## config.mk

```make
export PLATFORM = sky130hd
export DESIGN_NAME = spi_transmitter
export DESIGN_NICKNAME = d
export VERILOG_FILES = /design/src/rtl/spi_pkg.sv /design/src/rtl/spi_clk_div.sv /design/src/rtl/spi_transmitter.sv
export SDC_FILE = /design/constraint.sdc
export NUM_CORES = 1
export LEC_CHECK = 0
export CAP_MARGIN = 10
export CORE_MARGIN = 4
export CORE_UTILIZATION = 39
export DETAILED_ROUTE_END_ITERATION = 10
export PLACE_DENSITY = 0.63
export REMOVE_ABC_BUFFERS = 1
export SYNTH_ARGS = -nofsm -noshare
export SYNTH_HDL_FRONTEND = slang
export SYNTH_SLANG_ARGS = --single-unit
```

## constraint.sdc

```tcl
create_clock -name clk_100 -period 4.31 [get_ports clk_100]
set_input_delay 0.6465 -clock clk_100 [delete_from_list [all_inputs] [get_ports clk_100]]
set_output_delay 0.6465 -clock clk_100 [all_outputs]
set_load 0.02 [all_outputs]
```

## src/rtl/spi_pkg.sv

```systemverilog
// Shared types and constants for the SPI transmitter slice.
package spi_pkg;

    typedef enum logic [1:0] {
        IDLE,
        SHIFT,
        HOLD
    } spi_state_e;

    // Serial clock levels packed as {SCK_HP, SCK_LP, SCK_HN, SCK_LN}
    localparam logic [3:0] SCK_IDLE   = 4'b1010;
    localparam logic [3:0] SCK_FIRST  = 4'b0011;
    localparam logic [3:0] SCK_SECOND = 4'b1100;

    function automatic int unsigned cnt_width(input int unsigned n);
        return (n > 1) ? $clog2(n) : 1;
    endfunction

endpackage

```

## src/rtl/spi_clk_div.sv

```systemverilog
// Half-period tick generator: pulses once every P_CLK_DIV cycles while enabled.
module spi_clk_div
    import spi_pkg::*;
#(
    parameter int unsigned P_CLK_DIV = 1
) (
    input  logic clk_100,
    input  logic a_rst,
    input  logic s_rst,
    input  logic en_i,
    output logic tick_o
);

    localparam int unsigned CW = cnt_width(P_CLK_DIV);
    localparam logic [CW-1:0] LAST = CW'(P_CLK_DIV - 1);

    logic [CW-1:0] cnt_q, cnt_d;

    // Counter is held at zero while disabled so the first half starts aligned to acceptance
    always_comb begin
        cnt_d  = cnt_q;
        tick_o = 1'b0;
        if (!en_i || s_rst) begin
            cnt_d = '0;
        end else if (cnt_q == LAST) begin
            tick_o = 1'b1;
            cnt_d  = '0;
        end else begin
            cnt_d = cnt_q + 1'b1;
        end
    end

    always_ff @(posedge clk_100 or posedge a_rst) begin
        if (a_rst) cnt_q <= '0;
        else       cnt_q <= cnt_d;
    end

endmodule

```

## src/rtl/spi_transmitter.sv

```systemverilog
// SPI master transmitter: MSB-first shift with four SCK flavours, all outputs registered.
module spi_transmitter
    import spi_pkg::*;
#(
    parameter int unsigned P_DATA_WIDTH = 8,
    parameter int unsigned P_CLK_DIV    = 1,
    parameter logic        P_CS_POLAR   = 1'b0
) (
    input  logic                    clk_100,
    input  logic                    a_rst,
    input  logic                    s_rst,
    input  logic                    valid,
    input  logic [P_DATA_WIDTH-1:0] data,
    output logic                    ready,
    output logic                    MOSI,
    output logic                    CS,
    output logic                    SCK_HP,
    output logic                    SCK_LP,
    output logic                    SCK_HN,
    output logic                    SCK_LN
);

    localparam int unsigned BW = cnt_width(P_DATA_WIDTH);
    localparam logic [BW-1:0] LAST_BIT = BW'(P_DATA_WIDTH - 1);

    spi_state_e              state_q, state_d;
    logic                    half_q, half_d;
    logic [BW-1:0]           bit_q, bit_d;
    logic [P_DATA_WIDTH-1:0] shreg_q, shreg_d;
    logic                    ready_q, ready_d;
    logic                    cs_q, cs_d;
    logic                    mosi_q, mosi_d;
    logic [3:0]              sck_q, sck_d;
    logic                    tick;

    spi_clk_div #(
        .P_CLK_DIV(P_CLK_DIV)
    ) u_clk_div (
        .clk_100 (clk_100),
        .a_rst   (a_rst),
        .s_rst   (s_rst),
        .en_i    (state_q != IDLE),
        .tick_o  (tick)
    );

    always_comb begin
        state_d = state_q;
        half_d  = half_q;
        bit_d   = bit_q;
        shreg_d = shreg_q;
        ready_d = ready_q;
        cs_d    = cs_q;
        mosi_d  = mosi_q;
        sck_d   = sck_q;

        case (state_q)
            IDLE: begin
                if (valid) begin
                    state_d = SHIFT;
                    shreg_d = data;
                    bit_d   = '0;
                    half_d  = 1'b0;
                    ready_d = 1'b0;
                    cs_d    = P_CS_POLAR;
                    mosi_d  = data[P_DATA_WIDTH-1];
                    sck_d   = SCK_FIRST;
                end
            end
            SHIFT: begin
                if (tick) begin
                    if (!half_q) begin
                        half_d = 1'b1;
                        sck_d  = SCK_SECOND;
                    end else if (bit_q == LAST_BIT) begin
                        state_d = HOLD;
                        sck_d   = SCK_IDLE;
                        mosi_d  = 1'b0;
                    end else begin
                        bit_d   = bit_q + 1'b1;
                        half_d  = 1'b0;
                        shreg_d = shreg_q << 1;
                        mosi_d  = shreg_d[P_DATA_WIDTH-1];
                        sck_d   = SCK_FIRST;
                    end
                end
            end
            HOLD: begin
                if (tick) begin
                    state_d = IDLE;
                    ready_d = 1'b1;
                    cs_d    = ~P_CS_POLAR;
                end
            end
            default: state_d = IDLE;
        endcase

        if (s_rst) begin
            state_d = IDLE;
            half_d  = 1'b0;
            bit_d   = '0;
            shreg_d = '0;
            ready_d = 1'b1;
            cs_d    = ~P_CS_POLAR;
            mosi_d  = 1'b0;
            sck_d   = SCK_IDLE;
        end
    end

    always_ff @(posedge clk_100 or posedge a_rst) begin
        if (a_rst) begin
            state_q <= IDLE;
            half_q  <= 1'b0;
            bit_q   <= '0;
            shreg_q <= '0;
            ready_q <= 1'b1;
            cs_q    <= ~P_CS_POLAR;
            mosi_q  <= 1'b0;
            sck_q   <= SCK_IDLE;
        end else begin
            state_q <= state_d;
            half_q  <= half_d;
            bit_q   <= bit_d;
            shreg_q <= shreg_d;
            ready_q <= ready_d;
            cs_q    <= cs_d;
            mosi_q  <= mosi_d;
            sck_q   <= sck_d;
        end
    end

    assign ready  = ready_q;
    assign CS     = cs_q;
    assign MOSI   = mosi_q;
    assign SCK_HP = sck_q[3];
    assign SCK_LP = sck_q[2];
    assign SCK_HN = sck_q[1];
    assign SCK_LN = sck_q[0];

endmodule

```

==> After elaboration in Yosys (flattened, before gate mapping) <==
Cells that the tools add are included.
{ "op_classes": {"add_sub_neg": 2, "n_eq_ne": 9, "mux": 44, "n_reduce_logical": 11} }
{ "ops": {"columns": ["operator", "count"], "rows": [
  ["7-bit 2-to-1 mux", 5],
  ["4-bit 2-to-1 mux", 5],
  ["3-bit != test (second input constant)", 6],
  ["1-bit 2-to-1 mux", 16],
  ["3-bit 2-to-1 mux", 5],
  ["7-bit one-hot mux with 2 select lines", 1],
  ["2-bit 2-to-1 mux", 6],
  ["5-bit AND reduction", 2],
  ["4-bit one-hot mux with 2 select lines", 1],
  ["1-bit one-hot mux with 2 select lines", 3],
  ["2-bit one-hot mux with 3 select lines", 1],
  ["3-bit one-hot mux with 2 select lines", 1],
  ["3-bit AND reduction", 2],
  ["3-bit nonzero test", 2],
  ["4-bit AND reduction", 1],
  ["3-bit by 1-bit adder with 3-bit output (second input constant)", 1],
  ["3-bit equality test (second input constant)", 1],
  ["2-bit by 1-bit equality test with 1-bit output (second input constant)", 1],
  ["2-bit equality test (second input constant)", 1],
  ["2-bit zero test", 1],
  ["2-bit nonzero test", 1],
  ["1-bit adder (second input constant)", 1],
  ["1-bit zero test", 1],
  ["1-bit logical OR", 1]
]} }
{ "word_totals": {"regBits": 20, "inputBits": 12, "out_inout_bits": 7, "word_cells": 74} }

==> Depth between registers and ports, before layout <==
Gate-level depths: netlist (run 1).
{ "depth": {"ltp_word": 7, "mapped_depth": 5} }

==> Cells and area by module <==
A second synthesis (run 1) with hierarchy kept.
{ "hier_totals": {"hier_cells": 94, "hier_area_um2": 1031.0} }
{ "modules_own_cells": {"columns": ["mod", "instances", "cells_per_inst", "area_per_inst_um2"], "rows": [
  ["spi_transmitter", 1, 93, 1017.2],
  ["spi_clk_div", 1, 1, 13.8]
]} }

==> Worst setup path after synthesis (run 1) <==
Ideal clock, no wire load.
{ "synth_path": {"path_kind": "register to register", "from": "register bit_q[0]", "to": "register bit_q[0]", "setup_time_ps": 128, "arrival_time_ps": 1385, "t_required_ps": 4182, "path_slack_ps": 2797, "path_stages_with_launch": 6, "synth_period_minus_slack_ps": 1513, "cell_sequence": "dfrtp_1 -> ha_1 -> ha_1 -> nor2b_1 -> a221oi_4 -> mux2_1"} }
{ "synth_via": {"elab_chain_cells": 6, "word_cells_on_any_way": 9} }
{ "synth_rtl": {"columns": ["item", "line", "rtl"], "rows": [
  ["start, declared", "spi_transmitter.sv:28", "logic [BW-1:0] bit_q, bit_d;"],
  ["start signal, assigned", "spi_transmitter.sv:122", "bit_q <= bit_d;"],
  ["3-bit by 1-bit adder with 3-bit output", "spi_transmitter.sv:79", "bit_d = bit_q + 1'b1;"],
  ["3-bit 2-to-1 mux", "spi_transmitter.sv:74", "end else if (bit_q == LAST_BIT) begin"],
  ["3-bit 2-to-1 mux", "spi_transmitter.sv:71", "if (!half_q) begin"],
  ["3-bit 2-to-1 mux", "spi_transmitter.sv:70", "if (tick) begin"],
  ["3-bit one-hot mux with 2 select lines", "spi_transmitter.sv:56", "case (state_q)"],
  ["3-bit 2-to-1 mux", "spi_transmitter.sv:97", "if (s_rst) begin"]
]} }
Parallel ways exist; a longest one is shown, timed or not. The select of a mux whose other input is x is not followed.
A chain may end at the register's enable or synchronous reset.

==> results of run 1 <==
-- cells by family (layout without fill, tap and decap cells) --
kind of cell / count (synthesis) / in the layout
AND/OR/NAND/NOR: 18 / 18
multiplexers: 8 / 8
flip-flops: 19 / 19
buffers and inverters: 9 / 26
AO/OA/AOI/OAI: 24 / 24
adder cells (fa/ha/maj): 2 / 2
-- placed cells by master, fill, tap and decap left out, drive strengths merged --
cell,n
a221oi,1
nor2,4
and3b,1
a21oi,3
mux2,1
a2111oi,1
o21a,1
mux2i,7
a32o,1
dfstp,3
o21ba,1
a22oi,1
nor4bb,1
clkdlybuf4s50,18
dfrtp,16
o21ai,3
nand2b,2
clkbuf,4
o21bai,3
a22o,2
nor3b,2
ha,2
o2bb2ai,6
nor2b,3
inv,4
nand2,3
a31oi,1
nor3,2
-- flip-flops by register name, indices dropped and copies added, names as in the netlist --
| name | cells |
|---|---|
| CS | 1 |
| MOSI | 1 |
| bit_q | 3 |
| half_q | 1 |
| sck_q | 4 |
| shreg_q | 7 |
| state_q | 2 |
-- final timing paths --
path	from	end	slack (ns)	cells after the start
worst max-delay path	CS	ready	2.22	1
worst min-delay path	sck_q[3]	sck_q[3]	0.48	2
worst max register to register	state_q[0]	bit_q[1]	2.55	3
worst min register to register	sck_q[3]	sck_q[3]	0.48	2
max in group asynchronous	a_rst	half_q	3.10	2
min in group asynchronous	a_rst	shreg_q[5]	0.76	2
-- where the power goes --
group          leakage [nW]  internal (mW)  switching, mW
logic                 0.234         0.0327         0.0292
clock network        0.0150         0.0359         0.0540
registers             0.247          0.190         0.0104
total                 0.497          0.258         0.0935
-- cell type report --
type,count,share of cell area [%]
Sequential cell,19,41.8
Inverter,4,1.31
Multi-Input combinational cell,52,35.9
Clock buffer,4,2.29
Tap cell,28,3.05
Timing Repair Buffer,18,15.7
-- through the flow --
stage	cells	utilization (%)	hold WS, ns	instance area (um^2)
after floorplan	75	-	0.448	906
after global placement	121	49.7	0.455	1120
after detailed placement	121	49.7	0.462	1120
after CTS	125	50.9	0.480	1150
after global routing	125	50.9	0.509	1150
final	125	50.9	0.476	1150
-- metal layers --
layer | vias up | part of all wire (%)
met5 | - | 0
met3 | 2 | 3.9
met2 | 7 | 44
met4 | 0 | 0.73
li1 | 326 | -
met1 | 311 | 51
==> metrics.yaml, run 1 <==
synthesis:
  yosysTopAreaCell: "dfrtp_1"
  synthSimpleGateAreaFrac_pct: 11.3
  synth-xor-area-share_pct: 0
  ys.flop_type: "dfrtp_1"
  synth_compound_area_share_pct: 21.1
  netlist.area_leader.share_pct: 42.6
  ys_ff_latch: 19
  synthAdderAreaFrac_pct: 2.66
  synth.distinct_cells: 32
  yosysWarnings: 0
  synthTopCellsByArea: "dfrtp_1, dfstp_2, mux2i_1"
  async_flop_share_pct: 100
  syn_inst: 80
  yosys-top-cells-count: "dfrtp_1, mux2i_1, o2bb2ai_1, inv_1, nor2_1"
  synth_area_um2: 941
  yosysMostFrequentCell: "dfrtp_1"
  yosysSeqAreaShare_pct: 50.9
  synthMuxAreaShare_pct: 8.64
  synth_top_family_by_area: "compound AO/OA/AOI/OAI gates"
  syn_avg_cell_area_um2: 11.8
  synth_edf_count: 0
cts:
  cts_tree: "yes"
  cts-resized-gates: 0
  post_cts_buffers: 0
  cts_made_buffers: 3
  worstSkewPairLatency_ns: 0.29
  cts.sinks: 19
  clockBufferDepth: 2
  clkSlewWorstSetupHoldPaths_ns: 0.11
  cts-root-buf: "clkbuf_4"
  h-tree-depth: 1
  cts_hold_repair.buffers: 0
pwr:
  power.density_nw_per_um2: 307
  p_total_uw: 352
  peakVddDrop_uv: 171
  p_leak_nw: 0.497
placed_design:
  place_ws_ns: 2.13
  dp_hpwl_um: 1270
  port_buffers: 18
  routabilityCongestion: 0.716
critical_path:
  required_ns: 3.66
  critPathTopFamily: "buffers and inverters"
  cp-end-kind: "primary output"
  path_class: "flip-flop to primary output"
  crit_arrival_ns: 1.44
  worstPathMaxFanout: 3
  worst-path-buf-inv: 1
  path_cells: "clkdlybuf4s50_1"
  cp_slowest_cell: "clkdlybuf4s50_1"
  cp-start-kind: "flip-flop"
  cpPeakStageDelay_ns: 0.60
timing:
  worst_slew_margin_rel_pct: 52.0
  period_share_pct: 48.5
  finalSetupViolations: 0
  rsz0062_at_grt: "no"
  fin_crit_ns: 2.09
  setup_slack_ns: 2.22
  fin_setup_tns_ns: 0
  finClkSkew_ns: 0.000891
  worst_slew_pin_slew_ns: 0.719
  max_freq_mhz: 478
  slew_violations: 0
  finalHoldViolations: 0
cells_and_area:
  drive_gt1_share_pct: 10.3
  ff_latch_area_um2: 479
  diodes: 0
  n_fill_cell: 223
  area_growth_pct: 21.9
  nets: 112
  multi_input_area_um2: 412
floorplanning:
  die_h_um: 57.1
  die_x_um: 57.1
  die_area_um2: 3260
  design.core.area_um2: 2250
  initial_core_util_pct: 41.7
  num_rows: 17
  ios: 19
global_route:
  grt_pass1_vias: 676
  grt-busiest-layer: "met2"
  antenna_found_initial: 0
  use_met2_pct: 19.6
  grt_max_degree: 20
  met3_usage_pct: 3.17
  grt_usage_pct: 12.1
  grtUsageMet1_pct: 16.2
  grt_pass1_wl_um: 3190
  grt_overflow: 0
status:
  status: "finished, final reports clean"
drt:
  viasPerCell: 5.17
  drt_iter0_drc: 4
  ant_nets: 0
  first_pass_iters: 2
  wirelength_um: 1790
  drc: 0
  routedWlPerCell_um: 14.3
  vias: 646
run:
  cap_violations: 0
hold_path:
  hold_path_class: "flip-flop to flip-flop"
Note: power is estimated with default switching activity, not from simulation.
==> inputs of run 2 (changes only) <==
- PLACE_DENSITY: 0.63 -> 0.66
- clock period: 4.31 -> 1.8 ns (I/O delays scaled with it)
==> run 2 against run 1 <==
Net effect:
- sequential share of layout area fell by 1.1 points
- global-route usage increased by 0.40 points
- worst hold slack got worse by 0.20 ns
- register-to-register slack got worse by 2.4 ns
- clock-buffer cell count is the same
- clock skew rose by 0.0014 ns
- utilization grew 1.3 points
- largest power group unchanged
- worst setup slack got worse by 2.1 ns
- die area unchanged
==> metrics.yaml, run 2 (synthesis gave the netlist of run 1 again) <==
cells_and_area:
  area_growth_pct: 25.1
  largest_register_ffs: 7  # unchanged
  n_fill_cell: 216  # -3.1%
  ff_latch_area_um2: 479  # unchanged
  multi_input_area_um2: 412  # unchanged
  final_common_cell: "clkdlybuf4s50_1"
  top_regs: "shreg_q: 7 flops, sck_q: 4 flops, bit_q: 3 flops"
  diodes: 0  # unchanged
  nets: 116  # +3.6%
  fin_cells: 129  # +3.2%
  drive_gt1_share_pct: 13.9  # +3.6 points
  layout_common_cells: "clkdlybuf4s50_1, dfrtp_1, mux2i_1"
  largest_register: "shreg_q"
critical_path:
  required_ns: 1.53  # -2.13 ns
  cp-end-kind: "primary output"
  worst-path-buf-inv: 1  # unchanged
  critPathTopFamily: "buffers and inverters"
  cp-start-kind: "flip-flop"
  crit_arrival_ns: 1.45  # about the same
  cpPeakStageDelay_ns: 0.60  # about the same
  worstPathMaxFanout: 3  # unchanged
  cp_slowest_cell: "clkdlybuf4s50_1"
  path_class: "flip-flop to primary output"
  path_cells: "clkdlybuf4s50_1"
cts:
  h-tree-depth: 1  # unchanged
  cts_hold_repair.buffers: 0  # unchanged
  clkSlewWorstSetupHoldPaths_ns: 0.10  # about the same
  cts_made_buffers: 3  # unchanged
  cts.sinks: 19  # unchanged
  cts_tree: "yes"
  cts-resized-gates: 0  # unchanged
  worstSkewPairLatency_ns: 0.29  # about the same
  clockBufferDepth: 2  # unchanged
  cts-root-buf: "clkbuf_4"
  post_cts_buffers: 0  # unchanged
run:
  cap_violations: 0  # unchanged
drt:
  drt_iter0_drc: 11  # +7
  viasPerCell: 5.26  # +1.8%
  first_pass_iters: 3  # +1
  wirelength_um: 1750  # -2.4%
  ant_nets: 0  # unchanged
  drc: 0  # unchanged
  vias: 679  # +5.1%
  routedWlPerCell_um: 13.5  # -5.4%
timing:
  finalSetupViolations: 0  # unchanged
  period_share_pct: 95.5
  hold_slack_ns: 0.277  # -0.199 ns
  fin_crit_ns: 1.72
  worst_slew_pin_slew_ns: 0.464  # -0.255 ns
  fin_setup_tns_ns: 0  # unchanged
  worst_slew_margin_rel_pct: 69.1  # +17 points
  slew_violations: 0  # unchanged
  finClkSkew_ns: 0.00224  # +0.00135 ns
  rsz0062_at_grt: "no"
  max_freq_mhz: 582
  finalHoldViolations: 0  # unchanged
pwr:
  power.density_nw_per_um2: 719  # +130%
  peakVddDrop_uv: 474  # +180%
  p_sw_uw: 222  # +140%
  seq_power_share_pct: 56.0  # -0.9 points
  p_leak_nw: 0.516  # +3.9%
  clkPwrFrac_pct: 25.2  # -0.4 points
  internal-power_uw: 625  # +140%
  switching_share_pct: 26.3  # -0.32 points
  p_total_uw: 847  # +140%
  combPwrFrac_pct: 18.8  # +1.2 points
floorplanning:
  design.core.area_um2: 2250  # unchanged
  ios: 19  # unchanged
  die_x_um: 57.1  # unchanged
  initial_core_util_pct: 41.7  # unchanged
  num_rows: 17  # unchanged
  die_area_um2: 3260  # unchanged
  die_h_um: 57.1  # unchanged
hold_path:
  hold_path_class: "input pin to asynchronous set/reset pin"
global_route:
  grt_overflow: 0  # unchanged
  grt_usage_pct: 12.5  # +0.40 points
  grt_max_degree: 20  # unchanged
  grt_pass1_vias: 687  # +1.6%
  antenna_found_initial: 0  # unchanged
  grt_pass1_wl_um: 3190  # -0.22%
placed_design:
  port_buffers: 18  # unchanged
  dp_hpwl_um: 1330  # +4.2%
  dp.cells: 125  # +3.3%
  routabilityCongestion: 0.712  # -0.43%
status:
  status: "finished, final reports clean"
## run 2: cell types whose count changed in the layout (fill, tap and decap cells not counted), sizes merged
| cell | delta |
|---|---|
| buf | +4 |
## run 2: routing by layer
| layer | up-vias | share of wire [%] | GRT usage [%] |
|---|---|---|---|
| li1 | 338 | - | - |
| met1 | 331 | 48 | 16.0 |
| met2 | 8 | 48 | 19.9 |
| met3 | 2 | 3.7 | 4.98 |
| met4 | 0 | 0.57 | 2.98 |
| met5 | - | 0 | 0 |
## run 2: path summary, 6_finish.rpt
path / start / end / slack [ns] / depth (start not counted)
max reg2reg: bit_q[0] / bit_q[0] / 0.18 / 5
min in group clk_100: sck_q[3] / sck_q[3] / 0.48 / 2
min: a_rst / shreg_q[5] / 0.28 / 3
max in group asynchronous: a_rst / CS / 1.26 / 3
min reg2reg: sck_q[3] / sck_q[3] / 0.48 / 2
max: CS / ready / 0.08 / 1
## run 2: power by group through the flow
stage / clock network [mW] / logic (mW) / registers [mW]
floorplan: 0 / 0.0691 / 0.497
global route: 0.243 / 0.175 / 0.480
CTS: 0.221 / 0.163 / 0.474
detailed placement: 0 / 0.162 / 0.483
global placement: 0 / 0.161 / 0.481
finish: 0.214 / 0.159 / 0.474
## run 2: layout make-up
class,count,area share (%)
inverters,4,1.28
well taps,28,2.98
multi-input cells,52,35.0
flip-flops and latches,19,40.7
repair buffers,22,17.9
clock buffers,4,2.23
## run 2: through the flow
stage,utilization (%),worst slack (ns),area (um^2)
2_1_floorplan,-,0.290,906
3_3_place_gp,51.1,0.131,1150
3_5_place_dp,51.1,0.103,1150
4_1_cts,52.2,0.0587,1180
5_1_grt,52.2,0.0138,1180
6_report,52.2,0.0818,1180
